--- config.mk ---
export PLATFORM = sky130hd
export DESIGN_NAME = pc_sequencer
export DESIGN_NICKNAME = d
export VERILOG_FILES = /design/src/rtl/pc_pkg.sv /design/src/rtl/Adder_10bit.sv /design/src/rtl/pc_return_stack.sv /design/src/rtl/pc_sequencer.sv
export SDC_FILE = /design/constraint.sdc
export NUM_CORES = 1
export LEC_CHECK = 0
export CAP_MARGIN = 40
export CORE_ASPECT_RATIO = 1.5
export CORE_MARGIN = 1.5
export CORE_UTILIZATION = 45
export CTS_CLUSTER_SIZE = 25
export DETAILED_ROUTE_END_ITERATION = 10
export PLACE_DENSITY = 0.8
export SLEW_MARGIN = 15
export SYNTH_ARGS = -nofsm -noshare
export SYNTH_HDL_FRONTEND = slang
export SYNTH_SLANG_ARGS = --single-unit
--- constraint.sdc ---
create_clock -name i_clk -period 3.82 [get_ports i_clk]
set_clock_uncertainty 0.1 [all_clocks]
set_input_delay 0.764 -clock i_clk [delete_from_list [all_inputs] [get_ports i_clk]]
set_output_delay 0.764 -clock i_clk [all_outputs]
set_load 0.005 [all_outputs]
--- src/rtl/pc_pkg.sv ---
// Shared definitions for the program-counter sequencer: widths, reset
// address, FSM state encoding and the next-pc select encoding.
package pc_pkg;

    localparam int          PC_W     = 11;
    localparam logic [10:0] RESET_PC = 11'h000;

    typedef enum logic [1:0] {
        S_BOOT   = 2'd0,
        S_RUN    = 2'd1,
        S_BUBBLE = 2'd2
    } pc_state_e;

    typedef enum logic [2:0] {
        SEL_HOLD = 3'd0,
        SEL_INC  = 3'd1,
        SEL_BR   = 3'd2,
        SEL_JMP  = 3'd3,
        SEL_RET  = 3'd4
    } pc_sel_e;

    // True when the select code moves the PC somewhere other than pc+1/hold.
    function automatic logic is_redirect(input pc_sel_e sel);
        return (sel == SEL_BR) || (sel == SEL_JMP) || (sel == SEL_RET);
    endfunction

endpackage

--- src/rtl/Adder_10bit.sv ---
// Shared adder block used for PC arithmetic. The datapath is 11 bits wide
// despite the historical name; the sum wraps modulo 2^11 with no carry out.
module Adder_10bit (
    input  logic [10:0] i_a,
    input  logic [10:0] i_b,
    output logic [10:0] o_sum
);

    assign o_sum = i_a + i_b;

endmodule

--- src/rtl/pc_return_stack.sv ---
// Return-address stack for call/ret. Push is dropped when full and pop is a
// no-op when empty; the caller decides what to do about either condition.
// Only instantiated when PC_CALL_STACK_EN is defined.
module pc_return_stack #(
    parameter int PC_W  = 11,
    parameter int DEPTH = 4
) (
    input  logic            i_clk,
    input  logic            i_rst,
    input  logic            i_push,
    input  logic            i_pop,
    input  logic [PC_W-1:0] i_push_data,
    output logic [PC_W-1:0] o_top,
    output logic            o_full,
    output logic            o_empty
);

    localparam int CW = $clog2(DEPTH + 1);
    localparam int AW = (DEPTH > 1) ? $clog2(DEPTH) : 1;

    logic [PC_W-1:0] r_mem [DEPTH];
    logic [CW-1:0]   r_count;
    logic [AW-1:0]   w_top_idx;

    assign o_full    = (r_count == CW'(DEPTH));
    assign o_empty   = (r_count == {CW{1'b0}});
    assign w_top_idx = AW'(r_count - CW'(1));
    assign o_top     = r_mem[w_top_idx];

    // Stack storage and occupancy; push and pop are never requested together.
    always_ff @(posedge i_clk) begin
        if (i_rst) begin
            r_count <= {CW{1'b0}};
            for (int i = 0; i < DEPTH; i++) begin
                r_mem[i] <= {PC_W{1'b0}};
            end
        end else if (i_push && !o_full) begin
            r_mem[AW'(r_count)] <= i_push_data;
            r_count             <= r_count + CW'(1);
        end else if (i_pop && !o_empty) begin
            r_count <= r_count - CW'(1);
        end else begin
            r_count <= r_count;
        end
    end

endmodule

--- src/rtl/pc_sequencer.sv ---
// Program-counter controller: owns the PC register, picks increment /
// branch / jump / return each cycle and inserts a one-cycle bubble with a
// flush pulse after every redirect.
// Optional feature: define PC_CALL_STACK_EN to enable call/ret and the
// return stack; otherwise call/ret are ignored and o_stack_err stays 0.
module pc_sequencer
    import pc_pkg::*;
#(
    parameter int               PC_W        = pc_pkg::PC_W,
    parameter logic [PC_W-1:0]  RESET_PC    = pc_pkg::RESET_PC,
    parameter int               STACK_DEPTH = 4
) (
    input  logic            i_clk,
    input  logic            i_rst,
    input  logic            i_stall,
    input  logic            i_jump,
    input  logic [PC_W-1:0] i_jump_addr,
    input  logic            i_branch_taken,
    input  logic [PC_W-1:0] i_branch_off,
    input  logic            i_call,
    input  logic            i_ret,
    output logic [PC_W-1:0] o_pc,
    output logic            o_pc_valid,
    output logic            o_flush,
    output logic            o_stack_err
);

    pc_state_e       r_state;
    logic [PC_W-1:0] r_pc;
    logic            r_pc_valid;
    logic            r_flush;
    logic            r_stack_err;

    logic [PC_W-1:0] w_pc_inc;
    logic [PC_W-1:0] w_pc_br;
    logic [PC_W-1:0] w_next_pc;
    pc_sel_e         w_sel;
    logic            w_push;
    logic            w_pop;
    logic            w_err_event;
    logic            w_call_req;
    logic            w_ret_req;
    logic [PC_W-1:0] w_stack_top;
    logic            w_stack_full;
    logic            w_stack_empty;

    Adder_10bit u_add_inc (
        .i_a   (r_pc),
        .i_b   (11'd1),
        .o_sum (w_pc_inc)
    );

    Adder_10bit u_add_br (
        .i_a   (r_pc),
        .i_b   (i_branch_off),
        .o_sum (w_pc_br)
    );

`ifdef PC_CALL_STACK_EN
    assign w_call_req = i_call;
    assign w_ret_req  = i_ret;

    pc_return_stack #(
        .PC_W  (PC_W),
        .DEPTH (STACK_DEPTH)
    ) u_stack (
        .i_clk       (i_clk),
        .i_rst       (i_rst),
        .i_push      (w_push),
        .i_pop       (w_pop),
        .i_push_data (w_pc_inc),
        .o_top       (w_stack_top),
        .o_full      (w_stack_full),
        .o_empty     (w_stack_empty)
    );
`else
    localparam int unused_stack_depth = STACK_DEPTH;
    logic w_unused_call_ret;

    assign w_call_req        = 1'b0;
    assign w_ret_req         = 1'b0;
    assign w_stack_top       = {PC_W{1'b0}};
    assign w_stack_full      = 1'b0;
    assign w_stack_empty     = 1'b1;
    assign w_unused_call_ret = ^{i_call, i_ret, w_push, w_pop};
`endif

    // Choose the next-pc source; requests are only honoured in S_RUN without stall.
    always_comb begin
        w_sel       = SEL_HOLD;
        w_push      = 1'b0;
        w_pop       = 1'b0;
        w_err_event = 1'b0;
        if ((r_state == S_RUN) && !i_stall) begin
            if (w_ret_req) begin
                w_sel       = SEL_RET;
                w_pop       = !w_stack_empty;
                w_err_event = w_stack_empty;
            end else if (w_call_req) begin
                w_sel       = SEL_JMP;
                w_push      = !w_stack_full;
                w_err_event = w_stack_full;
            end else if (i_jump) begin
                w_sel = SEL_JMP;
            end else if (i_branch_taken) begin
                w_sel = SEL_BR;
            end else begin
                w_sel = SEL_INC;
            end
        end else begin
            w_sel = SEL_HOLD;
        end
    end

    // Next-pc mux; an empty-stack return falls back to the reset address.
    always_comb begin
        w_next_pc = r_pc;
        case (w_sel)
            SEL_HOLD: w_next_pc = r_pc;
            SEL_INC:  w_next_pc = w_pc_inc;
            SEL_BR:   w_next_pc = w_pc_br;
            SEL_JMP:  w_next_pc = i_jump_addr;
            SEL_RET:  w_next_pc = w_stack_empty ? RESET_PC : w_stack_top;
            default:  w_next_pc = r_pc;
        endcase
    end

    // Sequencer FSM with registered pc, pc_valid, flush and sticky stack error.
    always_ff @(posedge i_clk) begin
        if (i_rst) begin
            r_state     <= S_BOOT;
            r_pc        <= RESET_PC;
            r_pc_valid  <= 1'b0;
            r_flush     <= 1'b0;
            r_stack_err <= 1'b0;
        end else begin
            if (w_err_event) begin
                r_stack_err <= 1'b1;
            end
            case (r_state)
                S_BOOT: begin
                    r_flush <= 1'b0;
                    if (!i_stall) begin
                        r_state    <= S_RUN;
                        r_pc_valid <= 1'b1;
                    end
                end
                S_RUN: begin
                    r_pc <= w_next_pc;
                    if (is_redirect(w_sel)) begin
                        r_state    <= S_BUBBLE;
                        r_pc_valid <= 1'b0;
                        r_flush    <= 1'b1;
                    end else begin
                        r_pc_valid <= 1'b1;
                        r_flush    <= 1'b0;
                    end
                end
                S_BUBBLE: begin
                    r_flush <= 1'b0;
                    if (!i_stall) begin
                        r_state    <= S_RUN;
                        r_pc_valid <= 1'b1;
                    end
                end
                default: begin
                    r_state    <= S_BOOT;
                    r_pc       <= RESET_PC;
                    r_pc_valid <= 1'b0;
                    r_flush    <= 1'b0;
                end
            endcase
        end
    end

    assign o_pc        = r_pc;
    assign o_pc_valid  = r_pc_valid;
    assign o_flush     = r_flush;
    assign o_stack_err = r_stack_err;

endmodule
; ---- Word-level counts from Yosys, hierarchy flattened
; Cells that the tools add are included.
[op_classes]
reduce_logical = 9
n_addsub = 2
n_eq_ne = 9
mux = 12
n_bitwise = 2
[op_table]
columns = operator, count
row1 = $pmux W11 S4, 1
row2 = $pmux W11 S2, 1
row3 = $add A11 B1 Y11 const B, 1
row4 = $add A11 B11 Y11, 1
row5 = $mux W2, 4
row6 = $eq A3 B2 Y1 const B, 2
row7 = $ne A5 B1 Y1 const B, 1
row8 = $pmux W2 S2, 1
row9 = $reduce_and A2 Y1, 2
row10 = $reduce_or A2 Y1, 2
row11 = $eq A3 B1 Y1 const B, 1
row12 = $eq A3 B3 Y1 const B, 1
row13 = $mux W1, 3
row14 = $mux W3, 1
row15 = $eq A2 B1 Y1 const B, 1
row16 = $eq A2 B2 Y1 const B, 1
row17 = $logic_not A2 Y1, 1
row18 = $logic_or A1 B1 Y1, 2
row19 = $ne A2 B1 Y1 const B, 1
row20 = $ne A2 B2 Y1 const B, 1
row21 = $not A1 Y1, 2
row22 = $pmux W1 S2, 1
row23 = $logic_and A1 B1 Y1, 1
row24 = $logic_not A1 Y1, 1
[totals]
output_inout_bits = 14
reg_bits = 15
inputBits = 29
wordCells = 38

; ---- Longest topological paths before layout
; Gate-level depths: netlist of run 1.
[depth]
word_depth = 8
depth_mapped = 13
depth_no_buf = 11

; ---- Modules after synthesis
; From an unflattened synthesis of run 1, not the netlist that was laid out.
[unflattened]
hier_cells = 207
area_unflattened_um2 = 1645.3
[by_module_without_submodules]
columns = module, area_per_inst_um2, cells_each, instances, seq_area_each_um2
row1 = Adder_10bit, 452.9, 62, 2, 0.0
row2 = pc_sequencer, 739.5, 83, 1, 300.3

; ---- Worst setup path after synthesis of run 1
; OpenSTA, ideal clock, no wires.
[synth_timing]
kind = input to register
startpoint = input i_stall
endpoint = register r_pc[10] (netlist: o_pc[10])
t_required_ns = 3.588
arrival_time_ns = 3.160
setup_ns = 0.132
stages = 11
n_path_buf = 2
setup_slack_ns = 0.428
path_cell_list = clkbuf_2 -> nor4b_4 -> clkbuf_1 -> and3_1 -> ha_1 -> a211oi_1 -> nor2_1 -> or3b_2 -> o211ai_2 -> mux2i_1 -> o311ai_1
[synth_via]
elab_chain_len = 6
word_cells_on_any_way = 11
classes_between = eq/ne: 5 / mux: 3 / reduce/logical: 3
[synth_lines]
columns = element, line_no
row1 = start: declaration, pc_sequencer.sv:15  ; input logic i_stall,
row2 = $logic_not A1 Y1 *, n/a
row3 = $logic_and A1 B1 Y1 *, pc_sequencer.sv:94  ; if ((r_state == S_RUN) && !i_stall) begin
row4 = $mux W3 *, pc_sequencer.sv:94
row5 = $eq A3 B3 Y1 (tied with other cells), pc_sequencer.sv:118  ; case (w_sel)
row6 = $pmux W11 S4 / $ne A5 B1 Y1 (equally long branches), n/a
row7 = $pmux W11 S2 / $reduce_and A2 Y1 (equally long branches), n/a
row8 = end signal: assignment, pc_sequencer.sv:149  ; r_pc <= w_next_pc;
row9 = end: declaration, pc_sequencer.sv:29  ; logic [PC_W-1:0] r_pc;
; Every way passes the cells marked *; elsewhere a longest branch is shown, timed or not.
; A chain may end at the register's enable or synchronous reset.

; ---- Worst setup path in the final report of run 1
[layout_timing]
startpoint = input i_jump
endpoint = register r_pc[10] (netlist: o_pc[10])
[layout_via]
elab_chain_len = 5
word_cells_on_any_way = 10
classes_between = eq/ne: 5 / mux: 4 / reduce/logical: 1
[layout_lines]
columns = element, line_no
row1 = start: declaration, pc_sequencer.sv:16  ; input logic i_jump,
row2 = $mux W2 *, pc_sequencer.sv:103  ; end else if (i_jump) begin
row3 = $mux W3 *, pc_sequencer.sv:94
row4 = $eq A3 B3 Y1 (tied with other cells), pc_sequencer.sv:118
row5 = $pmux W11 S4 / $ne A5 B1 Y1 (equally long branches), n/a
row6 = $pmux W11 S2 / $reduce_and A2 Y1 (equally long branches), n/a
; Marks and branches as above.

==> summary.md, run 1 <==
| Metric | Value |
|---|---|
| Mapped Cells | between 150 and 200 |
| Most frequent cells in the layout | clkdlybuf4s50_1, nor2_1, dfxtp_1 |
| Pins Over Slew Limit | 0 |
| Tightest Pin Transition | 0.732 ns |
| ANT nets after route | 0 |
| Dpl ws | roughly 0.13 ns |
| Fin area | 0.00174 mm^2 |
| Worst setup EP type | register |
| Path type of the worst min-delay path | register to register |
| Mean Syn Cell Area | 8.10 um^2 |
| First-pass GRT wire length | 5510 um |
| Min Tclk post-route | 3.44 ns |
| Pwr dens | 231 mW/mm^2 |
| HPWL after DPL | 2620 um |
| Grt ovf | 0 |
| Commonest non-fill, non-tap cell in the layout | clkdlybuf4s50_1 |
| Relative slew slack | 0.510 |
| Outcome | complete, no violations |
| Nets@finish | 237 |
| Sequential area share after synthesis | 0.242 |
| Largest net degree at the start of global routing | 20 |
| Critical path class | primary input to register |
| P&R area growth vs syn | 40.5% |
| Die footprint | between 0.003 and 0.004 mm^2 |
| Cell Area, Synth | 0.00124 mm^2 |
| Cell Count, Final, Fillers Out | 233 |
| Num CTS Buffers | 3 |
| DRC viols | 0 |
| CTS H-tree depth | 1 |
| Fraction of the cycle the final worst path needs | 0.901 |
| Worst-path maximum fanout | 17 |
| Fill count | 244 |
| Worst vdd ir | approximately 0.27 mV |
| Clk Tree Root Cell | clkbuf_8 |
| Post-synth EDFFs | 0 |
| Routed vias/inst | 5.64 |
| Yosys reg bits | 15 |
| Vias in the first global route | between 1000 and 1500 |
| Cell Area, Placed | 0.00169 mm^2 |
| Share of layout cells above drive strength 1 | 0.0765 |
| CP Launch Point | i_jump |
| Die H | 67.3 um |
| Syn Nets | a little under 200 |
| Max clock buf depth | 2 |
| Antenna cell count | 0 |
| Total Wirelength | 3430 um |
| Avg WL per Cell | 14.7 um |
| Hold_buf cts | 0 |
| # rows | 23 |
| Port-buffer cells | 39 |
| CORE AREA | 0.00265 mm^2 |
| Placed Instances | 228 |
| Main synth FF type | dfxtp_1 |
| DR vias | 1315 |
| RSZ-0062 raised after global routing | no |
| Largest stage delay on the critical path | around 0.47 ns |
| FMAX | 291 MHz |
| Setup TNS | 0 ns |
| Sink Count | 15 |
| Async S/R FF share, synth | 0 |
| WHS | 0.375 ns |
| Synth unique cells | 45 |
| Final Setup Violations | 0 |
| Post-CTS sizing | 0 |
| Global Route Usage Sum | 0.239 |
| Die W | 45.9 um |
| Reg-to-Reg Start | r_state[1] |
| Initial antenna violation count | 0 |
| Effective utilization at floorplan | 0.468 |
| CP max stage cell | clkdlybuf4s50_1 |
| Ranking of synthesized cells by area | dfxtp_1, ha_1, nor2_1, a21oi_1, and3_1 |
| Count of final hold-check violations | 0 |
| Cell Chain, Critical Path | clkdlybuf4s50_1 -> nor4b_4 -> buf_12 -> nand3_1 -> fa_1 -> nor2b_1 -> o211ai_1 -> a211o_1 -> o211ai_2 -> mux2i_1 -> o311ai_1 |
| CP startpoint kind | primary input |
| Max-cap viol count | 0 |
| Post-synth top area share | 0.242 |
| Yosys Warn Count | 0 |
| Postcts setup bufs | 0 |
| Global placement routability congestion | 0.907 |
| Req. time, crit path | around 3.8 ns |
| Reg clk slew, reported paths | about 0.06 ns |
| Tot Pwr | 0.402 mW |
| Pre-Repair DR Iteration Count | 5 |
| Num ports | 43 |
| DRT iter0 DRCs | between 50 and 60 |
| Clock latency on the worst-skew pair | between 0.2 and 0.3 ns |
| Leak pwr | 0.764 nW |
| WP data arrival | 3.44 ns |
| Hold path startpoint | o_pc_valid |
| Util after Layout | 0.658 |
| Yosys top cell by area | dfxtp_1 |
| CTS tree | done |
| Setup slack after layout | approximately 0.38 ns |
==> state kept, by name, indices dropped and copies added, names as in the netlist <==
name	count
o_pc	11
o_flush	1
o_pc_valid	1
r_state	2
==> path summary, 6_finish.rpt <==
kind	cells past startpoint	slack, ns	end
max reg2reg	10	0.92	o_pc[10]
max	11	0.38	o_pc[10]
min	2	0.37	o_pc_valid
min reg2reg	2	0.37	o_pc_valid
==> layout make-up <==
class / count / area (um^2) / area share
Multi-Input combinational cell: 123 / 863 / 0.496
Timing Repair Buffer: 47 / 460 / 0.264
Clock buffer: 4 / 45.0 / 0.0259
Tap cell: 37 / 46.3 / 0.0266
Sequential cell: 15 / 300 / 0.172
Inverter: 7 / 26.3 / 0.0151
==> routing by layer <==
layer / share of wire / vias to the layer above / wire, um / GRT usage
met5: 0 / - / 0 / 0
met4: 0.020 / 0 / 69 / 0.143
met3: 0.053 / 6 / 180 / 0.0267
met2: 0.55 / 47 / 1900 / 0.434
met1: 0.37 / 612 / 1280 / 0.249
li1: - / 650 / - / -
==> report_power, final <==
group          internal (mW)  leakage [nW]  total (mW)  switching (mW)
sequential             0.164         0.122       0.171         0.00778
combinational         0.0568         0.620      0.0978          0.0410
clock                 0.0738        0.0228       0.132          0.0587
total                  0.294         0.764       0.402           0.107
==> cells by family (layout without fill, tap and decap cells) <==
logic type / count (synthesis) / in the layout / share of synthesized area
other cells: 1 / 1 / 0.00302
fa+ha+maj: 11 / 11 / 0.117
compound gates: 49 / 49 / 0.273
buf+inv: 15 / 58 / 0.0616
simple gates: 53 / 53 / 0.236
mux: 3 / 3 / 0.0242
xor+xnor: 6 / 6 / 0.0424
flops: 15 / 15 / 0.242
==> Yosys cell counts, types with 2 or more instances <==
library cell / n
a211o_1: 2
a211oi_1: 2
a21o_1: 4
a21oi_1: 12
a222oi_1: 4
a22oi_1: 5
and2_1: 2
and3_1: 8
buf_6: 2
clkbuf_1: 3
dfxtp_1: 15
ha_1: 10
inv_1: 7
mux2i_1: 3
nand2_1: 5
nand3b_1: 4
nor2_1: 21
nor2b_1: 2
nor3_1: 3
o21a_1: 2
o21ai_0: 7
o21bai_1: 2
o22ai_1: 2
xnor2_1: 3
xor2_1: 3
==> critical path: cells and delay by family <==
kind,cells,cell delay (ns)
buffers and inverters,2,0.65
adder cells (fa/ha/maj),1,0.46
AND/OR/NAND/NOR,3,0.64
AO/OA/AOI/OAI,4,0.72
multiplexers,1,0.20
Power figures use the tool's default switching activity.
==> run 2, diff against run 1 <==
--- a/config.mk
+++ b/config.mk
@@ -6,12 +6,14 @@
 export NUM_CORES = 1
 export LEC_CHECK = 0
 export CAP_MARGIN = 40
+export CELL_PAD_IN_SITES_DETAIL_PLACEMENT = 1
+export CELL_PAD_IN_SITES_GLOBAL_PLACEMENT = 2
 export CORE_ASPECT_RATIO = 1.5
 export CORE_MARGIN = 1.5
-export CORE_UTILIZATION = 45
+export CORE_UTILIZATION = 25
 export CTS_CLUSTER_SIZE = 25
 export DETAILED_ROUTE_END_ITERATION = 10
-export PLACE_DENSITY = 0.8
+export PLACE_DENSITY_LB_ADDON = 0.1
 export SLEW_MARGIN = 15
 export SYNTH_ARGS = -nofsm -noshare
 export SYNTH_HDL_FRONTEND = slang
==> summary.md, run 2 (synthesis results as in run 1) <==
| Metric | Value |
|---|---|
| Outcome | complete, no violations |
| ANT nets after route | 0 |
| CP max stage cell | clkdlybuf4s50_1 |
| Min Tclk post-route | 3.38 ns |
| Critical path class | primary input to register |
| WP data arrival | approximately 3.4 ns |
| CTS H-tree depth | 1 |
| Relative slew slack | 0.477 |
| Nets@finish | 239 |
| Cell family with most CP delay | simple AND/OR/NAND/NOR gates |
| HPWL after DPL | 3070 um |
| CORE AREA | between 0.004 and 0.005 mm^2 |
| Req. time, crit path | 3.82 ns |
| Post-CTS sizing | 0 |
| Fraction of the cycle the final worst path needs | 0.885 |
| GR Util met1 | 0.172 |
| Grt ovf | 0 |
| Avg WL per Cell | 14.6 um |
| RSZ-0062 raised after global routing | no |
| Antenna cell count | 0 |
| Pins Over Slew Limit | 0 |
| P&R area growth vs syn | 43.8% |
| Worst R2R Path Depth | 10 |
| DRT iter0 DRCs | 28 |
| Num ports | between 40 and 50 |
| Hold path startpoint | o_pc_valid |
| Sink Count | 15 |
| Worst setup EP type | register |
| Setup slack after layout | about 0.44 ns |
| Tightest Pin Transition | 0.782 ns |
| Postcts setup bufs | 0 |
| DR vias | about 1300 |
| Largest net degree at the start of global routing | 20 |
| Worst vdd ir | 0.111 mV |
| Global placement routability congestion | 0.860 |
| Util after Layout | 0.371 |
| Clk Tree Root Cell | clkbuf_8 |
| CTS tree | done |
| # rows | 31 |
| FMAX | about 300 MHz |
| Pre-Repair DR Iteration Count | 4 |
| Met2 GRT Util | 0.296 |
| CP startpoint kind | primary input |
| Leak pwr | 0.772 nW |
| Reg-to-Reg Start | r_state[1] |
| Die footprint | approximately 0.0054 mm^2 |
| Max clock buf depth | 2 |
| Effective utilization at floorplan | 0.258 |
| Global Route Usage Sum | 0.159 |
| Placed Instances | 260 |
| First-pass GRT wire length | roughly 6400 um |
| Largest stage delay on the critical path | 0.47 ns |
| Num CTS Buffers | 3 |
| Count of final hold-check violations | 0 |
| Pwr dens | 226 mW/mm^2 |
| Clock latency on the worst-skew pair | 0.25 ns |
| Vias in the first global route | 1402 |
| Initial antenna violation count | 0 |
| Hold_buf cts | 0 |
| Most frequent cells in the layout | clkdlybuf4s50_1, nor2_1, dfxtp_1 |
| Global Route met3 Usage | 0.0260 |
| Max FFs per register | 11 |
| Final Setup Violations | 0 |
| Setup TNS | 0 ns |
| R2r endpoint | o_pc[10] |
| Reg clk slew, reported paths | 0.06 ns |
| Total Wirelength | 3870 um |
| Worst hold path stage count | 2 |
| Routed vias/inst | about 5.0 |
| CP bufs+invs | 2 |
| R2R Setup Slk | approximately 0.96 ns |
| WHS Endpoint | o_pc_valid |
| Commonest non-fill, non-tap cell in the layout | clkdlybuf4s50_1 |
| Dpl ws | 0.166 ns |
| Fill count | 621 |
| Max-cap viol count | 0 |
| Cell Chain, Critical Path | clkdlybuf4s50_1 -> nor4b_4 -> buf_4 -> and3_1 -> ha_1 -> a211oi_1 -> nor2_1 -> or3b_2 -> o211ai_2 -> mux2i_1 -> o311ai_1 |
| Port-buffer cells | 39 |
| Die H | between 80 and 90 um |
| Critical Path Stages | 11 |
| Share of layout cells above drive strength 1 | 0.0859 |
| Busiest grt layer | met2 |
| DRC viols | 0 |
| Path type of the worst min-delay path | register to register |
| Die W | 60.5 um |
| Cell Count, Final, Fillers Out | 264 |
| Worst-path maximum fanout | 8 |
[run 2: cell count changes in the layout (fill, tap and decap cells not counted), sizes merged]
cell	before	now
buf	8	10
[run 2: power breakdown]
| group | switching, mW | total (mW) | internal (mW) |
|---|---|---|---|
| combinational | 0.0408 | 0.0967 | 0.0559 |
| sequential | 0.00797 | 0.172 | 0.164 |
| clock | 0.0607 | 0.135 | 0.0739 |
| total | 0.110 | 0.403 | 0.293 |
[run 2: metal layers]
layer | wire length (um) | part of all wire | vias up
met5 | 0 | 0 | -
li1 | - | - | 651
met2 | 2110 | 0.55 | 25
met4 | 70 | 0.018 | 0
met3 | 108 | 0.028 | 6
met1 | 1580 | 0.41 | 648
[run 2: worst max path at each step]
stage	from	end
3_5_place_dp	i_jump	o_pc[10]
4_1_cts	i_jump	o_pc[10]
6_report	i_jump	o_pc[10]
5_1_grt	i_jump	o_pc[10]
2_1_floorplan	i_stall	o_pc[10]
3_3_place_gp	i_jump	o_pc[10]
[run 2: metrics by stage]
step / instance area (um^2) / hold slack [ns] / power [mW]
floorplan: 1240 / 0.363 / 0.219
global placement: 1740 / 0.362 / 0.271
detailed placement: 1740 / 0.367 / 0.272
CTS: 1780 / 0.377 / 0.412
global route: 1780 / 0.388 / 0.429
finish: 1780 / 0.373 / 0.403
[run 2: worst reg2reg max path, stage by stage, from the launching register on]
cell,delay (ns)
dfxtp_1,0.42
nor4b_4,0.33
buf_4,0.20
and3_1,0.17
ha_1,0.24
a211oi_1,0.22
nor2_1,0.12
or3b_2,0.46
o211ai_2,0.17
mux2i_1,0.20
o311ai_1,0.11
[run 2: layout make-up]
class	count	area (um^2)	share of cell area
well taps	66	82.6	0.0463
flip-flops and latches	15	300	0.168
multi-input cells	123	863	0.484
inverters	7	26.3	0.0147
repair buffers	49	465	0.261
clock buffers	4	45.0	0.0253
==> run 3, diff against run 2 <==
--- a/config.mk
+++ b/config.mk
@@ -13,7 +13,7 @@
 export CORE_UTILIZATION = 25
 export CTS_CLUSTER_SIZE = 25
 export DETAILED_ROUTE_END_ITERATION = 10
-export PLACE_DENSITY_LB_ADDON = 0.1
+export PLACE_DENSITY = 0.77
 export SLEW_MARGIN = 15
 export SYNTH_ARGS = -nofsm -noshare
 export SYNTH_HDL_FRONTEND = slang
==> summary.md, run 3 (synthesis results as in run 1) <==
| Metric | Value |
|---|---|
| Max clock buf depth | 2 |
| Min Tclk post-route | ~3.4 ns |
| Die footprint | 0.00540 mm^2 |
| Grt ovf | 0 |
| Max-cap viol count | 0 |
| Vias in the first global route | 1333 |
| CORE AREA | 0.00481 mm^2 |
| Reg clk slew, reported paths | 0.07 ns |
| Pwr dens | roughly 230 mW/mm^2 |
| Clock share of power | 0.340 |
| Multi-input gate area | about 860 um^2 |
| WP data arrival | around 3.4 ns |
| Num CTS Buffers | 3 |
| Tot Pwr | 0.408 mW |
| Req. time, crit path | approximately 3.8 ns |
| Global Route Usage Sum | 0.145 |
| Setup TNS | 0 ns |
| NetSw | around 0.12 mW |
| Final Setup Violations | 0 |
| CP Launch Point | i_jump |
| CTS H-tree depth | 1 |
| Relative slew slack | 0.506 |
| Sequential power share | 0.420 |
| Hold_buf cts | 0 |
| DRC viols | 0 |
| Worst vdd ir | 0.0935 mV |
| Num ports | 43 |
| Pins Over Slew Limit | 0 |
| # rows | 31 |
| Reg area | 300 um^2 |
| Die H | 89.3 um |
| Share of layout cells above drive strength 1 | 0.0816 |
| CP endpoint | o_pc[10] |
| Leak pwr | around 0.77 nW |
| HPWL after DPL | 3000 um |
| Most frequent cells in the layout | clkdlybuf4s50_1, nor2_1, dfxtp_1 |
| P&R area growth vs syn | 43.7% |
| Largest net degree at the start of global routing | 20 |
| Total Wirelength | around 3800 um |
| FMAX | between 200 and 300 MHz |
| Antenna cell count | 0 |
| Worst-path maximum fanout | 17 |
| Cell Count, Final, Fillers Out | 262 |
| Post-CTS sizing | 0 |
| Count of final hold-check violations | 0 |
| Worst setup EP type | register |
| ANT nets after route | 0 |
| RSZ-0062 raised after global routing | no |
| Routed vias/inst | 4.90 |
| Path type of the worst min-delay path | register to register |
| Worst R2R Path Depth | 12 |
| Clock latency on the worst-skew pair | 0.25 ns |
| Die W | between 60 and 70 um |
| Gate power share | 0.240 |
| Sink Count | 15 |
| Port-buffer cells | 39 |
| Switch share | 0.283 |
| DRT iter0 DRCs | 37 |
| Max FFs per register | 11 |
| DR vias | 1285 |
| CTS tree | done |
| Outcome | complete, no violations |
| CP startpoint kind | primary input |
| Fill count | 602 |
| Clk Tree Root Cell | clkbuf_8 |
| Pre-Repair DR Iteration Count | 5 |
| Avg WL per Cell | 14.5 um |
| Fraction of the cycle the final worst path needs | 0.896 |
| Commonest non-fill, non-tap cell in the layout | clkdlybuf4s50_1 |
| Effective utilization at floorplan | 0.258 |
| Postcts setup bufs | 0 |
| Nets@finish | about 240 |
| Tightest Pin Transition | between 0.7 and 0.8 ns |
| Int Power | 0.293 mW |
| Critical path class | primary input to register |
| Initial antenna violation count | 0 |
| First-pass GRT wire length | 5990 um |
| Placed Instances | 258 |
| R2R Setup Slk | 0.90 ns |
| R2r endpoint | o_pc[10] |
| Reg-to-Reg Start | r_state[1] |
| Global placement routability congestion | 0.855 |
==> run 3: changes by cell type in the layout (fill, tap and decap cells not counted) <==
| cell | previous run | this run |
|---|---|---|
| buf_12 | 0 | 1 |
| buf_4 | 10 | 7 |
| clkbuf_1 | 1 | 0 |
| clkinv_2 | 0 | 1 |
==> run 3: per-layer routing <==
metal | track usage | wire length [um] | vias up | share of wire
met5 | 0 | 0 | - | 0
met4 | 0.0455 | 61 | 0 | 0.016
met3 | 0.00868 | 114 | 4 | 0.030
met2 | 0.281 | 2060 | 25 | 0.54
met1 | 0.165 | 1560 | 609 | 0.41
li1 | - | - | 647 | -
==> run 3: critical path: stages <==
cell and delay, ns:
clkdlybuf4s50_1 0.46, nor4b_4 0.32, buf_12 0.18, nand3_1 0.13, fa_1 0.45, nor2b_1 0.18, o211ai_1 0.19, a211o_1 0.35
o211ai_2 0.08, mux2i_1 0.22, o311ai_1 0.11
==> run 3: through the flow <==
stage	setup slack [ns]	utilization	hold WS, ns	cell area (um^2)
floorplan	0.428	-	0.363	1240
global placement	0.167	0.361	0.381	1740
detailed placement	0.105	0.361	0.387	1740
CTS	0.364	0.370	0.401	1780
global route	0.215	0.370	0.425	1780
finish	0.399	0.370	0.392	1780
==> run 3: worst min path at each step <==
stage | slack [ns] | startpoint | endpoint | cells after the start
after floorplan | 0.36 | o_pc_valid | o_pc_valid | 2
after global placement | 0.38 | o_pc_valid | o_pc_valid | 2
after detailed placement | 0.39 | o_pc_valid | o_pc_valid | 2
after CTS | 0.40 | o_pc_valid | o_pc_valid | 2
after global routing | 0.42 | o_pc_valid | o_pc_valid | 2
final | 0.39 | o_pc_valid | o_pc_valid | 2
==> run 3: power groups by stage <==
stage	logic [mW]	registers, mW	clock network (mW)
global route	0.109	0.173	0.148
CTS	0.0993	0.172	0.143
floorplan	0.0454	0.173	0
finish	0.0982	0.171	0.139
detailed placement	0.0983	0.175	0
global placement	0.0965	0.175	0
==> run 3: final cells by class <==
cell class	instances	share of cell area
Timing Repair Buffer	47	0.260
Sequential cell	15	0.169
Clock buffer	3	0.0232
Inverter	7	0.0147
Clock inverter	1	0.00281
Tap cell	66	0.0463
Multi-Input combinational cell	123	0.485
